==> config.mk <==
export PLATFORM = sky130hd
export DESIGN_NAME = fp_mantissa_alu_pipe
export DESIGN_NICKNAME = d
export VERILOG_FILES = /design/src/rtl/fp_mantissa_alu_pipe.sv
export SDC_FILE = /design/constraint.sdc
export NUM_CORES = 1
export LEC_CHECK = 0
export CAP_MARGIN = 10
export CORE_ASPECT_RATIO = 0.75
export CORE_UTILIZATION = 50
export DETAILED_ROUTE_END_ITERATION = 7
export PLACE_DENSITY_LB_ADDON = 0.12
export SYNTH_ARGS = -nofsm -noshare
export SYNTH_HDL_FRONTEND = slang
export SYNTH_SLANG_ARGS = --single-unit
==> constraint.sdc <==
create_clock -name clk -period 3.35 [get_ports clk]
set_input_delay 0.67 -clock clk [delete_from_list [all_inputs] [get_ports clk]]
set_output_delay 0.67 -clock clk [all_outputs]
set_load 0.02 [all_outputs]
==> src/rtl/fp_mantissa_alu_pipe.sv <==
// fp_mantissa_alu_pipe: two-stage sign-magnitude mantissa add/subtract with valid/ready flow control.
// Revision 1.0 - initial pipelined release.
`default_nettype none

module fp_mantissa_alu_pipe #(
  parameter int MANT_W = 24
) (
  input  logic              clk,
  input  logic              reset,
  input  logic              in_valid,
  output logic              in_ready,
  input  logic              in_bypass,
  input  logic              in_sub,
  input  logic              in_sign_a,
  input  logic              in_sign_b,
  input  logic [MANT_W-1:0] in_mant_a,
  input  logic [MANT_W-1:0] in_mant_b,
  output logic              out_valid,
  input  logic              out_ready,
  output logic [MANT_W-1:0] out_mant,
  output logic              out_carry,
  output logic              out_sign,
  output logic              out_zero,
  output logic              out_bypass
);

  logic              r_s1_valid;
  logic              r_s1_bypass;
  logic              r_s1_sign_a;
  logic              r_s1_eff_sign_b;
  logic              r_s1_eff_sub;
  logic              r_s1_b_gt_a;
  logic [MANT_W-1:0] r_s1_mant_a;
  logic [MANT_W-1:0] r_s1_mant_b;

  logic              w_advance;
  logic              w_accept;
  logic              w_eff_sign_b;
  logic [MANT_W:0]   w_sum;
  logic [MANT_W-1:0] w_diff;
  logic [MANT_W-1:0] w_mant;
  logic              w_carry;
  logic              w_sign;
  logic              w_zero;

  assign w_advance    = !out_valid || out_ready;
  assign in_ready     = w_advance || !r_s1_valid;
  assign w_accept     = in_valid && in_ready;
  assign w_eff_sign_b = in_sign_b ^ in_sub;

  // Stage 1: capture operands and precompute the add/sub decision and magnitude order.
  always_ff @(posedge clk or posedge reset) begin
    if (reset) begin
      r_s1_valid      <= 1'b0;
      r_s1_bypass     <= 1'b0;
      r_s1_sign_a     <= 1'b0;
      r_s1_eff_sign_b <= 1'b0;
      r_s1_eff_sub    <= 1'b0;
      r_s1_b_gt_a     <= 1'b0;
      r_s1_mant_a     <= '0;
      r_s1_mant_b     <= '0;
    end else if (w_accept) begin
      r_s1_valid      <= 1'b1;
      r_s1_bypass     <= in_bypass;
      r_s1_sign_a     <= in_sign_a;
      r_s1_eff_sign_b <= w_eff_sign_b;
      r_s1_eff_sub    <= in_sign_a ^ w_eff_sign_b;
      r_s1_b_gt_a     <= (in_mant_b > in_mant_a);
      r_s1_mant_a     <= in_mant_a;
      r_s1_mant_b     <= in_mant_b;
    end else if (w_advance) begin
      r_s1_valid      <= 1'b0;
    end
  end

  assign w_sum  = {1'b0, r_s1_mant_a} + {1'b0, r_s1_mant_b};
  assign w_diff = r_s1_b_gt_a ? (r_s1_mant_b - r_s1_mant_a) : (r_s1_mant_a - r_s1_mant_b);

  // Subtraction is always larger minus smaller; exact cancellation yields +0.
  always_comb begin
    w_mant  = '0;
    w_carry = 1'b0;
    w_sign  = 1'b0;
    if (r_s1_bypass) begin
      w_mant  = '0;
      w_carry = 1'b0;
      w_sign  = 1'b0;
    end else if (!r_s1_eff_sub) begin
      {w_carry, w_mant} = w_sum;
      w_sign            = r_s1_sign_a;
    end else begin
      w_mant = w_diff;
      if (w_diff == '0) begin
        w_sign = 1'b0;
      end else begin
        w_sign = r_s1_b_gt_a ? r_s1_eff_sign_b : r_s1_sign_a;
      end
    end
  end

  assign w_zero = !r_s1_bypass && (w_mant == '0) && !w_carry;

  always_ff @(posedge clk or posedge reset) begin
    if (reset) begin
      out_valid  <= 1'b0;
      out_mant   <= '0;
      out_carry  <= 1'b0;
      out_sign   <= 1'b0;
      out_zero   <= 1'b0;
      out_bypass <= 1'b0;
    end else if (w_advance) begin
      out_valid <= r_s1_valid;
      if (r_s1_valid) begin
        out_mant   <= w_mant;
        out_carry  <= w_carry;
        out_sign   <= w_sign;
        out_zero   <= w_zero;
        out_bypass <= r_s1_bypass;
      end
    end
  end

endmodule

`default_nettype wire

==> flow_summary.yaml <==
status:
  result_of_the_run: "complete, but fails checks"
  failed_checks: "negative setup slack"
final_layout:
  reg.largest.list: "out_mant: 24 flops, r_s1_mant_a: 24 flops, r_s1_mant_b: 24 flops"
  n_antenna_cell: 0
  finalCoreUtilization_pct: 71.0
  post_layout_nonfiller_instances: 1406
  drive_above_1_share_pct: 24.1
  area_growth_pct: 36.4
  finalInstanceArea_sq_um: 11000
  fin_nets: 1357
  num-fill-cells: 1248
critical_path:
  critical_path.top_delay_family: "compound AO/OA/AOI/OAI gates"
  max_stage_delay_ns: 0.40
  timing.critical_path.slowest_stage_cell: "dfrtp_1"
  worstPathCellList: "inv_2, ha_4, inv_2, fa_2, a21o_1, buf_6, a221oi_4, buf_6, o31ai_4, mux2i_1, mux2i_1, xnor2_1, buf_4, o2111ai_4, a2111oi_4, o2111ai_2, o31ai_2"
  critical_path.max_fanout: 3
  crit_type: "reg -> reg"
  critical_path_end_type: "flop"
  critical_path_buf_inv_count: 5
  worstPathRequired_ns: 3.62
  setup.worst_path.start_class: "flop"
  rrSetupSlack_ns: -0.32
  worstSetupPathDepth: 17
  r2r_cells: 17
  crit_arrival_ns: 3.94
  rr_endpoint: "out_zero$_DFFE_PP0P_"
  startpoint_of_the_worst_register_to_register_path: "r_s1_mant_a[0]$_DFFE_PP0P_"
worst_hold_path:
  min_path_type: "reg -> reg"
  min_to: "out_mant[0]$_DFFE_PP0P_"
  worst_hold_startpoint: "out_mant[0]$_DFFE_PP0P_"
  cell_depth_of_the_worst_hold_path: 2
synth:
  ys_dominant_reg_cell: "dfrtp_1"
  seq_area_frac_synth_pct: 25.8
  syn-num-nets: 1132
  ranking_of_synthesized_cells_by_instance_count: "ha_1, inv_1, nand2_1, dfrtp_1, o21ai_0"
  yosys.area.top_type_share_pct: 25.8
  synth-seq-cells: 83
  ys_async_sr_fraction_pct: 100
  netlist_area_sq_um: 8060
  synthesis.area_per_instance_sq_um: 8.30
  synth_top_area_cell: "dfrtp_1"
  post-synth-top-count-cell: "ha_1"
  synth_edf_count: 0
  yosys_warnings: 0
  synthCells: 971
  synth_cell_types: 66
  ys_top_cells_by_area: "dfrtp_1, ha_1, mux2_2"
route:
  initialDrtViolationCount: 696
  routed_antenna_nets: 0
  drcViolationCount: 0
  dr_total_vias: 8098
  mean_routed_wirelength_per_cell_um: 18.5
  postRouteWirelength_mm: 26.0
  detail_route.first_pass.iterations: 5
  avgViaCountPerCell: 5.76
sta:
  worst_slew_pin_slew_ns: 0.632
  fin_crit_period_ns: 3.67
  setup_repair_after_global_routing_missed_its_margin: "yes"
  final_hold_viol_count: 0
  max_slew_margin_pct: 57.9
  fmax_mhz: 272
  finalMaxSlewViolations: 0
  timing.final.crit_share_pct: 110
  clock_skew_ns: 0.00918
  post_route_setup_slack_ns: -0.322
  timing.final.setup_violations: 5
cts:
  insertion_delay_ns: 0.36
  path_clk_slew_ns: 0.07
  number_of_buffers_added_by_the_clock_tree_synthesis_step: 9
  holdBufCountCts: 0
  clockBufferDepth: 2
  clock_tree.root_cell: "clkbuf_16"
  clock_sink_count: 83
  tritoncts_clock_tree: "yes"
  htree_levels: 3
grt:
  number_of_global_route_vias_before_repair: 7600
  grt_antenna_before_repair: 0
  groute.usage.overall_pct: 32.2
  globalRouteOverflowTotal: 0
  grt_start_max_net_pins: 45
  wire_length_of_the_first_global_routing_pass_mm: 41.4
place:
  post_placement_cell_area_sq_um: 10200
  placement.setup.worst_slack_ns: -0.341
  port_buffers: 85
  cell_total_after_placement: 1376
  place.detailed.hpwl_mm: 20.9
  routabilityCongestion: 0.970
power:
  switching_share_pct: 43.9
  static-leakage-power_nw: 5.07
  power.share.clock_pct: 15.7
  vdd.ir_drop.worst_uv: 294
  switching_power_w: 0.00297
  internal_power_w: 0.00381
  seqPwrFrac_pct: 20.3
  part_of_the_total_power_dissipated_in_combinational_logic_pct: 64.0
  report.power.total_w: 0.00678
  pwr_density_cell_nw_per_um2: 617
floorplanning:
  initial_core_util_pct: 52.1
  die-height_um: 112
  pin_count: 86
  die_area_sq_um: 16600
  die_width_um: 149
  rows: 39
  design.core.area_sq_um: 15500
run:
  max_cap_viol_count: 0
==> worst reg2reg max path, delay by kind of cell, from the launching register on <==
kind / cells / cell delay (ns)
AO/OA/AOI/OAI: 7 / 1.41
XOR/XNOR: 1 / 0.33
adder cells (fa/ha/maj): 2 / 0.49
buffers and inverters: 5 / 0.61
flip-flops: 1 / 0.40
multiplexers: 2 / 0.34
==> what timing repair did <==
item / 4_1_cts / 5_1_grt
buffers inserted: 7 / 8
endpoints found under the setup margin: 6 / 10
resized for setup: 26 / 43
cloned: 0 / 0
pin swaps: 16 / 27
==> cells by family after synthesis <==
logic type      count (synthesis)  share of synthesized area (%)
compound gates                298                           24.9
xor+xnor                       42                           4.57
fa+ha+maj                     105                           16.6
buf+inv                       144                           6.83
flops                          83                           25.8
mux                            48                           6.52
simple gates                  251                           14.8
==> routing by layer <==
metal / global-route usage, % / vias up / wire length [um]
met5: 0 / - / 0
met4: 6.94 / 0 / 317
met3: 6.93 / 28 / 2100
met2: 45.4 / 325 / 10800
met1: 49.4 / 3835 / 12700
li1: - / 3910 / -
==> how the worst max path moves through the flow <==
stage / from / end / slack, ns
2_1_floorplan: r_s1_mant_a[0]$_DFFE_PP0P_ / out_sign$_DFFE_PP0P_ / 0.004
3_3_place_gp: r_s1_mant_a[0]$_DFFE_PP0P_ / out_zero$_DFFE_PP0P_ / -0.30
3_5_place_dp: r_s1_mant_a[0]$_DFFE_PP0P_ / out_zero$_DFFE_PP0P_ / -0.34
4_1_cts: r_s1_mant_a[0]$_DFFE_PP0P_ / out_zero$_DFFE_PP0P_ / -0.27
5_1_grt: r_s1_mant_a[0]$_DFFE_PP0P_ / out_zero$_DFFE_PP0P_ / -0.47
6_report: r_s1_mant_a[0]$_DFFE_PP0P_ / out_zero$_DFFE_PP0P_ / -0.32
==> power by group through the flow <==
stage	Combinational, W	Sequential (W)	Clock (W)
floorplan	0.00207	0.00153	0
global placement	0.00390	0.00138	0
detailed placement	0.00392	0.00139	0
CTS	0.00406	0.00137	0.00108
global route	0.00465	0.00140	0.00113
finish	0.00434	0.00138	0.00106
==> cells in the final DEF, fill, tap and decap left out, drive strengths merged, types with 5 or more instances in the layout <==
cell,count
clkbuf,9
nor3,17
xnor2,33
a221oi,7
nand2,87
a22o,6
o21bai,9
a21oi,69
a21o,14
inv,96
or3,5
or2,6
nor2b,18
a211oi,14
o22ai,6
nand2b,9
nor2,61
o31ai,17
o221ai,5
o211ai,11
o21ai,73
mux2,36
a2111oi,8
nor4,7
clkinv,7
o21a,14
mux2i,12
ha,102
clkdlybuf4s50,85
nand4,20
a31oi,6
dfrtp,83
o211a,5
buf,175
or4,6
and2,5
xor2,9
==> final cells by class <==
class                   count  area (sq um)  area share (%)
clock buffers               9           225            2.05
clock inverters             7          87.6           0.797
inverters                  98           369            3.36
multi-input cells         744          5760            52.4
flip-flops and latches     83          2080            18.9
well taps                 205           256            2.33
repair buffers            260          2210            20.1
==> through the flow <==
stage / TNS, ns / hold slack [ns]
5_1_grt: -1.47 / 0.504
4_1_cts: -0.594 / 0.482
3_5_place_dp: -1.07 / 0.467
2_1_floorplan: 0 / 0.456
6_report: -0.690 / 0.477
3_3_place_gp: -0.835 / 0.461
Power figures use the tool's default switching activity.
